**src/rtl/fft8_frame_sequencer.sv**
```systemverilog
// fft8_frame_sequencer
//   Valid/ready front and back end plus scheduler for the 8-point DIT FFT core.
//   Collects 8 complex samples into a parallel vector. Pulses core_write and
//   core_start together for one cycle, then waits CORE_LAT cycles. It then
//   captures the 8 core results and streams them out in natural order with
//   valid/ready/last. Only one frame is in flight at a time.
//   Samples are DW-bit signed-magnitude values. They pass bit-exact in both
//   directions, so negative zero survives unchanged.
//   Optional build macro FFT8_FRAME_CNT_EN adds a 16-bit frames_done output,
//   which counts completed output frames and wraps at 16'hFFFF.
module fft8_frame_sequencer #(
  parameter int DW       = 16,
  parameter int CORE_LAT = 5
) (
  input  logic            clk,
  input  logic            RST_N,
  input  logic            s_valid,
  output logic            s_ready,
  input  logic [DW-1:0]   s_re,
  input  logic [DW-1:0]   s_im,
  output logic            m_valid,
  input  logic            m_ready,
  output logic [DW-1:0]   m_re,
  output logic [DW-1:0]   m_im,
  output logic            m_last,
  output logic            core_write,
  output logic            core_start,
  output logic [8*DW-1:0] core_in_r,
  output logic [8*DW-1:0] core_in_i,
  input  logic [8*DW-1:0] core_out_r,
  input  logic [8*DW-1:0] core_out_i,
  output logic            busy
`ifdef FFT8_FRAME_CNT_EN
  ,
  output logic [15:0]     frames_done
`endif
);

  // Cycle count, measured from FIRE, of the cycle whose ending edge captures the results.
  localparam logic [3:0] LAT = 4'(CORE_LAT);

  typedef enum logic [1:0] {
    ST_LOAD   = 2'd0,
    ST_FIRE   = 2'd1,
    ST_WAIT   = 2'd2,
    ST_UNLOAD = 2'd3
  } state_t;

  state_t        state_q, state_d;
  logic [2:0]    idx_q, idx_d;
  logic [3:0]    cnt_q, cnt_d;
  logic [DW-1:0] in_re_q  [8];
  logic [DW-1:0] in_re_d  [8];
  logic [DW-1:0] in_im_q  [8];
  logic [DW-1:0] in_im_d  [8];
  logic [DW-1:0] out_re_q [8];
  logic [DW-1:0] out_re_d [8];
  logic [DW-1:0] out_im_q [8];
  logic [DW-1:0] out_im_d [8];

  // Next-state, buffer update and handshake outputs for the frame sequencer.
  always_comb begin
    // NOTE: every signal gets a default first, so paths that skip an assignment hold
    //       the value instead of inferring a latch.
    state_d    = state_q;
    idx_d      = idx_q;
    cnt_d      = cnt_q;
    in_re_d    = in_re_q;
    in_im_d    = in_im_q;
    out_re_d   = out_re_q;
    out_im_d   = out_im_q;
    s_ready    = 1'b0;
    m_valid    = 1'b0;
    m_last     = 1'b0;
    m_re       = '0;
    m_im       = '0;
    core_write = 1'b0;
    core_start = 1'b0;
    busy       = 1'b0;

    unique case (state_q)
      ST_LOAD: begin
        s_ready = 1'b1;
        if (s_valid) begin
          in_re_d[idx_q] = s_re;
          in_im_d[idx_q] = s_im;
          idx_d          = idx_q + 3'd1;
          if (idx_q == 3'd7) begin
            state_d = ST_FIRE;
          end
        end
      end

      ST_FIRE: begin
        core_write = 1'b1;
        core_start = 1'b1;
        busy       = 1'b1;
        cnt_d      = 4'd1;
        state_d    = ST_WAIT;
      end

      ST_WAIT: begin
        busy = 1'b1;
        if (cnt_q == LAT) begin
          for (int k = 0; k < 8; k++) begin
            out_re_d[k] = core_out_r[k*DW +: DW];
            out_im_d[k] = core_out_i[k*DW +: DW];
          end
          cnt_d   = 4'd0;
          idx_d   = 3'd0;
          state_d = ST_UNLOAD;
        end else begin
          cnt_d = cnt_q + 4'd1;
        end
      end

      ST_UNLOAD: begin
        busy    = 1'b1;
        m_valid = 1'b1;
        m_last  = (idx_q == 3'd7);
        m_re    = out_re_q[idx_q];
        m_im    = out_im_q[idx_q];
        if (m_ready) begin
          idx_d = idx_q + 3'd1;
          if (idx_q == 3'd7) begin
            state_d = ST_LOAD;
          end
        end
      end

      default: begin
        state_d = ST_LOAD;
        idx_d   = 3'd0;
        cnt_d   = 4'd0;
      end
    endcase
  end

  // Present the frozen input buffer to the core as two packed vectors.
  always_comb begin
    core_in_r = '0;
    core_in_i = '0;
    for (int k = 0; k < 8; k++) begin
      core_in_r[k*DW +: DW] = in_re_q[k];
      core_in_i[k*DW +: DW] = in_im_q[k];
    end
  end

  // State, index, latency counter and sample buffers.
  always_ff @(posedge clk or negedge RST_N) begin
    if (!RST_N) begin
      state_q  <= ST_LOAD;
      idx_q    <= 3'd0;
      cnt_q    <= 4'd0;
      // NOTE: the buffers are reset, so m_re/m_im and core_in_* never show stale
      //       data after reset; being flops rather than RAM, they can be cleared.
      in_re_q  <= '{default: '0};
      in_im_q  <= '{default: '0};
      out_re_q <= '{default: '0};
      out_im_q <= '{default: '0};
    end else begin
      // NOTE: non-blocking assignments let every flop sample pre-edge values, so the
      //       order of these statements does not matter.
      state_q  <= state_d;
      idx_q    <= idx_d;
      cnt_q    <= cnt_d;
      in_re_q  <= in_re_d;
      in_im_q  <= in_im_d;
      out_re_q <= out_re_d;
      out_im_q <= out_im_d;
    end
  end

`ifdef FFT8_FRAME_CNT_EN
  logic [15:0] frames_done_q, frames_done_d;

  // Count completed output frames (the m_last handshake), wrapping naturally at 16 bits.
  always_comb begin
    frames_done_d = frames_done_q;
    if (state_q == ST_UNLOAD && m_ready && idx_q == 3'd7) begin
      frames_done_d = frames_done_q + 16'd1;
    end
  end

  // Frame counter register.
  always_ff @(posedge clk or negedge RST_N) begin
    if (!RST_N) begin
      frames_done_q <= 16'd0;
    end else begin
      frames_done_q <= frames_done_d;
    end
  end

  assign frames_done = frames_done_q;
`endif

endmodule

```
**config.mk**
```make
export PLATFORM = sky130hd
export DESIGN_NAME = fft8_frame_sequencer
export DESIGN_NICKNAME = d
export VERILOG_FILES = /design/src/rtl/fft8_frame_sequencer.sv
export SDC_FILE = /design/constraint.sdc
export NUM_CORES = 1
export LEC_CHECK = 0
export BUFFER_PORTS_ARGS = -buffer_cell sky130_fd_sc_hd__buf_2
export CAP_MARGIN = 5
export CORE_AREA = 2 2 225 227
export CTS_BUF_LIST = sky130_fd_sc_hd__clkbuf_16
export DETAILED_ROUTE_END_ITERATION = 6
export DIE_AREA = 0 0 227 229
export PLACE_DENSITY = 0.82
export SETUP_SLACK_MARGIN = 0.05
export SYNTH_ARGS = -nofsm -noshare
export SYNTH_HDL_FRONTEND = slang
export SYNTH_SLANG_ARGS = --single-unit
```
**constraint.sdc**
```tcl
create_clock -name clk -period 2 [get_ports clk]
set_clock_uncertainty 0.15 [all_clocks]
set_input_delay 0.4 -clock clk [delete_from_list [all_inputs] [get_ports clk]]
set_output_delay 0.4 -clock clk [all_outputs]
set_load 0.02 [all_outputs]
```
== After elaboration in Yosys (flattened, before gate mapping) ==
Index checks and enable logic that the tools add are counted.
Widths: inputs -> output; s select.

* Input bits: 292
* Bits in writable memories: 0
* Latch bits: 0
* Memory bits (read-only): 0
* Bits in registers: 521
* Logic and storage cells: 88
* Memories kept: 0

* Muxes and demuxes: 29
* Reductions and logical operators: 9
* $add $sub $neg: 2
* Shifts and indexed selects: 0
* Divide/modulo/power cells: 0
* Bitwise gates (word level): 1
* Multipliers: 0
* Eq/ne operators: 10
* Order comparisons: 2

{| class="wikitable"
|+ Operator list
! kind !! number
|-
| $bwmux 128 || 2
|-
| $mux 16 || 7
|-
| $bmux 16 s3 || 2
|-
| $demux 16 s3 || 1
|-
| $mux 2 || 5
|-
| $ne 2x2->1 const B || 5
|-
| $mux 3 || 3
|-
| $pmux 3 s3 || 1
|-
| $pmux 2 s4 || 1
|-
| $pmux 4 s2 || 1
|-
| $mux 1 || 5
|-
| $reduce_and 5->1 || 1
|-
| $add 4x1->4 const B || 1
|-
| $eq 2x2->1 const B || 2
|-
| $eq 4x3->1 const B || 1
|-
| $ge 4x4->1 const B || 1
|-
| $lt 4x1->1 const B || 1
|-
| $mux 4 || 1
|-
| $not 3->4 || 1
|-
| $reduce_and 2->1 || 2
|-
| $reduce_and 4->1 || 1
|-
| $add 3x1->3 const B || 1
|-
| $eq 3x3->1 const B || 1
|-
| $reduce_bool 3->1 || 1
|-
| 5 further kinds || 5
|}

== Longest topological paths before layout ==
Gate-level depths: netlist of run 1.

* Depth after elaboration: 6
* Mapped depth: 7

== Worst setup path before layout of run 1 ==
OpenSTA, ideal clock, no wires.

* Path kind: register -> output
* From: reg state_q[0]
* To: out m_im[10]
* Setup slack: -0.450 ns
* Path buffers: 2
* Arrival: 1.900 ns
* Cell stages (with the launch flop): 6
* Required time: 1.450 ns
* Cells stage by stage: dfrtp_1 ha_1 buf_2 clkinv_1 clkbuf_1 o32ai_1

* Cells in the longest elaborated chain, start to end: 2

{| class="wikitable"
|+ Ends and longest elaborated chain
! what !! line !! text
|-
| from (decl) || 49 || <nowiki>state_t state_q, state_d;</nowiki>
|-
| from (signal assigned) || 164 || <nowiki>state_q <= state_d;</nowiki>
|-
| $eq 2x2->1 || 81 || <nowiki>unique case (state_q)</nowiki>
|-
| $mux 16 || 81 ||
|-
| to (decl) || 24 || <nowiki>output logic [DW-1:0] m_im,</nowiki>
|}

Every way passes these cells.

== Worst setup path after layout of run 1 ==
* From: reg idx_q[2]
* To: out m_re[12]

* Cells in the longest elaborated chain, start to end: 5

{| class="wikitable"
|+ Ends and longest elaborated chain
! what !! line !! text
|-
| from (decl) || 50 || <nowiki>logic [2:0] idx_q, idx_d;</nowiki>
|-
| from (signal assigned) || 165 || <nowiki>idx_q <= idx_d;</nowiki>
|-
| $not 3->4 (not written as such) || 121 || <nowiki>m_re = out_re_q[idx_q];</nowiki>
|-
| $bmux 16 s3 || 121 ||
|-
| $mux 16 (not written as such) (2 in a row) || 121 ||
|-
| $mux 16 || 81 ||
|-
| to (decl) || 23 || <nowiki>output logic [DW-1:0] m_re,</nowiki>
|}

Every way passes these cells. The select of a mux whose other input is x is not followed.

==> results.py, run 1 <==
metrics = {
    "grt": {
        "grt_busiest_layer": "met2",
        "grt_max_degree": 80,
        "grt_pass1_wl_um": 143000,
        "antenna_found_initial": 18,
        "grt.met1_usage_pct": 42.3,
        "met2_usage_pct": 60.6,
        "grt_overflow_total": 0,
        "grt_use_met3_pct": 10.4,
        "grtUsageTotal_pct": 37.1,
        "grt_pass1_vias": 21500,
    },
    "yosys": {
        "yosys_warnings": 0,
        "synth-async-reset-ratio_pct": 100,
        "syn_inst": 1498,
        "synthFlopType": "dfrtp_1",
        "ys_ff_latch": 521,
        "synth_edf_count": 0,
        "synth_cell_types": 49,
        "synth.avg_cell_area_sq_um": 14.8,
        "synth_nets": 1799,
        "syn_area_sq_mm": 0.0222,
        "ys_seq_area_share_pct": 58.8,
    },
    "detailed_routing": {
        "drt_first_pass_iters": 7,
        "wirelength_um": 113000,
        "via_per_inst": 6.47,
        "via_count": 21200,
        "avgRoutedWirePerCell_um": 34.4,
        "final_antenna_net_count": 0,
        "drt_iter0_drc": 2632,
        "drc": 16,
    },
    "hold_path": {
        "worstHoldPathType": "in -> reg",
        "min_path_cells": 2,
    },
    "floorplanning": {
        "fp.dieW_um": 227,
        "start_util_pct": 44.6,
        "die_h_um": 229,
        "io_pins": 586,
        "row_count": 82,
        "core_region_area_sq_mm": 0.0497,
        "die_area_sq_mm": 0.0520,
    },
    "status": {
        "status": "finished, violations left",
        "violations": "design-rule violations, negative setup slack",
    },
    "finish": {
        "regArea_sq_mm": 0.0130,
        "layout-drive-gt1-share_pct": 62.4,
        "syn_to_final_growth_pct": 63.3,
        "final_core_util_pct": 72.9,
        "stdcell_area_sq_mm": 0.0362,
        "layout.nets": 2852,
        "n_fill_cell": 2646,
        "final_cell_count_no_fill": 3273,
        "layout_commonest_cell": "buf_2",
        "final_cell_mix": "buf_2 (546), dfrtp_1 (518), dlygate4sd3_1 (265)",
        "multi_input_area_sq_mm": 0.0109,
    },
    "sta": {
        "worst_slew_pin_slew_ns": 0.894,
        "post-route-period-util_pct": 176,
        "maxSlewHeadroom_pct": 39.9,
        "hold_viol": 0,
        "slew_violations": 0,
        "fin_crit_ns": 3.52,
        "setup_viol": 556,
        "rsz0062_at_grt": "yes",
        "fmax_ghz": 0.284,
        "setup_slack_ns": -1.52,
    },
    "worst_setup_path": {
        "required_ns": 1.45,
        "setup.worst_path.end_class": "primary output",
        "critPathLaunchType": "register",
        "rr_worst_depth": 9,
        "arrival_ns": 2.97,
        "crit_type": "reg -> out",
        "critPathMaxFanout": 8,
    },
    "placement": {
        "dp_slack_ns": -0.343,
        "io_buffer_count": 585,
        "hpwl_um": 48600,
        "dp.cells": 2775,
        "gp_congestion": 0.902,
        "post_dp_cell_area_sq_mm": 0.0275,
    },
    "clock_network": {
        "cts.clk_slew.worst_paths_ns": 0.06,
        "cts.sinks": 521,
        "numCtsBuffers": 54,
        "clockBufferDepth": 3,
        "clk_latency_ns": 0.61,
        "cts.htree.levels": 2,
        "cts_tree": "built",
        "clockRootBuffer": "clkbuf_16",
    },
    "pwr": {
        "p_leak_nw": 17.1,
        "vdd_drop_max_uv": 1190,
        "p_per_area_mw_per_mm2": 1680,
        "totalPowerFinal_w": 0.0609,
    },
    "job": {
        "maxCapViolCount": 0,
    },
}
-- layer usage --
layer	routed length (um)	part of all wire, %
met1	35900	32
met2	49700	44
met3	14900	13
met4	12000	11
met5	136	0.12
-- Yosys cell counts, types with 4 or more instances --
cell | number | area (sq um)
mux2_2 | 488 | 5500
buf_6 | 4 | 45.0
o21ai_0 | 20 | 100
ha_1 | 9 | 113
nor2b_1 | 21 | 131
o22ai_1 | 15 | 93.8
or3b_2 | 22 | 193
o31a_1 | 12 | 105
a221oi_1 | 54 | 473
nand3b_1 | 7 | 52.6
nand3_1 | 25 | 125
nor2_2 | 7 | 43.8
nand2b_1 | 5 | 31.3
inv_1 | 11 | 41.3
dfrtp_1 | 521 | 13000
o32ai_1 | 18 | 158
a21oi_1 | 27 | 135
nand2_1 | 4 | 15.0
buf_2 | 41 | 205
buf_4 | 32 | 240
mux2_1 | 24 | 270
and3b_1 | 18 | 158
mux2i_1 | 29 | 290
a21bo_2 | 18 | 180
clkbuf_1 | 25 | 93.8
and2_1 | 5 | 31.3
-- worst max-delay path, cell delays in order, from the launching register on --
cell     delay (ns)
dfrtp_4        0.55
buf_12         0.18
buf_12         0.15
nor2b_1        0.68
o21ai_0        0.28
buf_4          0.22
o32ai_4        0.12
buf_6          0.16
-- cells by family (layout without fill, tap and decap cells) --
family	after synthesis	count (layout)	synth area share (%)
compound gates	174	174	6.02
fa+ha+maj	9	9	0.508
simple gates	131	132	4.18
mux	543	543	27.5
buf+inv	120	1208	2.96
flops	521	521	58.8
other cells	0	14	0
-- state kept, by name, indices dropped and copies added (netlist names) --
register   flops
out_re_q     128
state_q        2
cnt_q          4
idx_q          3
core_in_r    128
out_im_q     128
core_in_i    128
-- where the power goes --
part           internal, W  leakage, nW  switching [W]
Combinational       0.0147         9.86         0.0159
Sequential          0.0154         6.42        0.00470
Clock              0.00561        0.849        0.00464
Total               0.0356         17.1         0.0252
-- stage by stage --
step | TNS [ns] | hold slack (ns)
after floorplan | -0.249 | -0.0456
after global placement | -31.81 | 0.124
after detailed placement | -41.22 | 0.127
after CTS | -205.42 | 0.000999
after global routing | -226.02 | 0.0192
final | -205.14 | 0.0315
-- worst paths after layout --
check	start	to	slack, ns
worst max-delay path	idx_q[2]$_DFFE_PN0P_	m_re[12]	-1.52
max in group asynchronous	RST_N	idx_q[1]$_DFFE_PN0P_	0.56
worst min-delay path	s_re[9]	core_in_r[89]$_DFFE_PN0P_	0.03
min in group asynchronous	RST_N	out_im_q[105]$_DFFE_PN0P_	0.12
worst max register to register	idx_q[2]$_DFFE_PN0P_	core_in_r[55]$_DFFE_PN0P_	-0.47
worst min register to register	core_in_r[77]$_DFFE_PN0P_	core_in_r[77]$_DFFE_PN0P_	0.35
-- timing repair --
item                       CTS  global route
pin swaps                   39            36
buffers inserted            67            20
hold buffers               265             0
gates cloned                36            14
setup endpoints to repair  550           557
hold endpoints to repair   585             0
resized for setup          452           121
-- final cells by class --
cell class / count / area share, %
flip-flops and latches: 521 / 36.1
well taps: 672 / 2.32
inverters: 12 / 0.159
clock buffers: 55 / 3.80
repair buffers: 1104 / 26.7
clock inverters: 37 / 0.850
multi-input cells: 858 / 30.0
diodes: 14 / 0.0968
No activity file was read; power rests on OpenSTA's default activity.
==> run 2: changes to the inputs <==
SETUP_SLACK_MARGIN = default   (was 0.05)
==> run 2 against run 1 <==
The run ends with negative setup slack left. Routed wire length is 9.9% lower. Largest cell class unchanged. First-iteration DRC count is 26% lower. Non-clock buffer count is 31 lower.
==> results.py, run 2 (same netlist as run 1, synthesis figures left out) <==
metrics = {
    "pwr": {
        "p_leak_nw": 16.2,
        "p_per_area_mw_per_mm2": 1680,
        "totalPowerFinal_w": 0.0583,
        "vdd_drop_max_uv": 1010,
    },
    "sta": {
        "setup_viol": 550,
        "hold_viol": 0,
        "worst_slew_pin_slew_ns": 1.15,
        "rsz0062_at_grt": "yes",
        "worst_hold_slack_ns": 0.0289,
        "maxSlewHeadroom_pct": 22.6,
        "post-route-period-util_pct": 179,
        "setup_slack_ns": -1.58,
        "fin_crit_ns": 3.58,
        "slew_violations": 0,
        "fmax_ghz": 0.279,
    },
    "placement": {
        "io_buffer_count": 585,
        "gp_congestion": 0.921,
        "hpwl_um": 49100,
        "post_dp_cell_area_sq_mm": 0.0274,
        "dp_slack_ns": -0.788,
    },
    "clock_network": {
        "cts.clk_slew.worst_paths_ns": 0.07,
        "clk_latency_ns": 0.61,
        "clockBufferDepth": 3,
        "numCtsBuffers": 53,
        "cts.htree.levels": 2,
        "clockRootBuffer": "clkbuf_16",
        "cts_tree": "built",
        "cts.sinks": 521,
    },
    "worst_setup_path": {
        "setup.worst_path.end_class": "primary output",
        "rr_worst_depth": 10,
        "worst-r2r-setup-slack_ns": -0.49,
        "crit_type": "reg -> out",
        "r2r-start": "idx_q[2]$_DFFE_PN0P_",
        "critPathMaxFanout": 14,
        "arrival_ns": 3.03,
        "r2r_end": "core_in_r[61]$_DFFE_PN0P_",
        "critPathLaunchType": "register",
        "required_ns": 1.45,
    },
    "detailed_routing": {
        "wirelength_um": 101000,
        "via_per_inst": 6.10,
        "via_count": 19800,
        "final_antenna_net_count": 0,
        "drt_iter0_drc": 1959,
        "avgRoutedWirePerCell_um": 31.3,
        "drc": 0,
        "drt_first_pass_iters": 5,
    },
    "job": {
        "maxCapViolCount": 0,
    },
    "hold_path": {
        "worstHoldPathType": "in -> reg",
        "min_path_cells": 2,
        "hold_start": "s_im[7]",
        "min_to": "core_in_i[71]$_DFFE_PN0P_",
    },
    "finish": {
        "stdcell_area_sq_mm": 0.0347,
        "n_fill_cell": 2872,
        "syn_to_final_growth_pct": 56.6,
        "final_cell_mix": "buf_2 (550), dfrtp_1 (518), mux2_2 (392)",
        "layout-drive-gt1-share_pct": 61.0,
        "layout_commonest_cell": "buf_2",
        "layout.nets": 2819,
    },
    "grt": {
        "grt_overflow_total": 0,
        "grt_max_degree": 79,
        "grtUsageTotal_pct": 34.2,
        "grt_pass1_wl_um": 133000,
        "grt_pass1_vias": 20700,
        "antenna_found_initial": 23,
    },
    "floorplanning": {
        "start_util_pct": 44.6,
        "io_pins": 586,
        "row_count": 82,
        "core_region_area_sq_mm": 0.0497,
        "die_area_sq_mm": 0.0520,
        "fp.dieW_um": 227,
        "die_h_um": 229,
    },
    "status": {
        "status": "finished, violations left",
        "violations": "negative setup slack",
    },
}
==> run 2: cell types whose count changed in the layout (fill, tap and decap cells not counted), sizes merged <==
cell / before / now
diode: 14 / 20
clkinvlp: 2 / 4
clkinv: 22 / 19
bufbuf: 2 / 1
clkbuf: 65 / 67
bufinv: 5 / 3
and2: 6 / 5
inv: 20 / 25
buf: 827 / 789
dlygate4sd3: 265 / 269
==> run 2: per-stage QoR <==
step / std cells / setup TNS [ns] / utilization [%]
floorplan: 1498 / -1.12 / -
global placement: 2777 / -69.60 / 55.1
detailed placement: 2777 / -81.08 / 55.1
CTS: 3190 / -119.22 / 67.6
global route: 3244 / -165.15 / 69.9
finish: 3247 / -134.41 / 69.9
==> run 2: power by group <==
| group | leakage [nW] | internal [W] | switching (W) |
|---|---|---|---|
| Clock | 0.814 | 0.00518 | 0.00449 |
| Sequential | 6.42 | 0.0154 | 0.00423 |
| Combinational | 8.98 | 0.0139 | 0.0151 |
| Total | 16.2 | 0.0345 | 0.0238 |
==> run 2: worst max path at each step <==
stage,start,end,slack [ns],cells past startpoint
2_1_floorplan,idx_q[0]$_DFFE_PN0P_,m_im[4],-0.1,5
3_3_place_gp,idx_q[0]$_DFFE_PN0P_,m_im[15],-0.75,5
3_5_place_dp,idx_q[0]$_DFFE_PN0P_,m_re[7],-0.79,5
4_1_cts,idx_q[1]$_DFFE_PN0P_,m_re[4],-0.95,8
5_1_grt,idx_q[1]$_DFFE_PN0P_,m_re[10],-1.60,6
6_report,idx_q[1]$_DFFE_PN0P_,m_re[10],-1.58,6
==> run 2: area by class of cell <==
type	count	area (sq um)	area share [%]
Timing Repair Buffer	1073	8930	25.7
Antenna cell	20	50.0	0.144
Tap cell	672	841	2.42
Clock buffer	53	1330	3.82
Multi-Input combinational cell	857	10200	29.4
Inverter	12	56.3	0.162
Sequential cell	521	13000	37.6
Clock inverter	39	262	0.753
==> run 2: metal layers <==
layer / GRT usage [%] / wire (um) / up-vias
met2: 56.2 / 47100 / 1745
met3: 9.70 / 10600 / 666
met5: 0 / 56 / -
met4: 24.3 / 9700 / 8
met1: 38.2 / 34000 / 9775
li1: - / - / 7607
==> run 2: critical path, stage by stage, from the launching register on <==
cell and delay (ns):
dfrtp_4 0.49, buf_8 0.16, nand2b_2 0.23, buf_12 0.18, o21ai_0 0.90, o32ai_4 0.22
buf_6 0.21
==> run 2: timing repair <==
| item | in CTS | in global routing |
|---|---|---|
| endpoints found under the setup margin | 474 | 553 |
| gates cloned | 18 | 16 |
| hold buffers | 269 | 0 |
| endpoints found under the hold margin | 577 | 0 |
| buffers inserted | 35 | 29 |
| pin swaps | 53 | 37 |
| gates resized for setup | 257 | 130 |
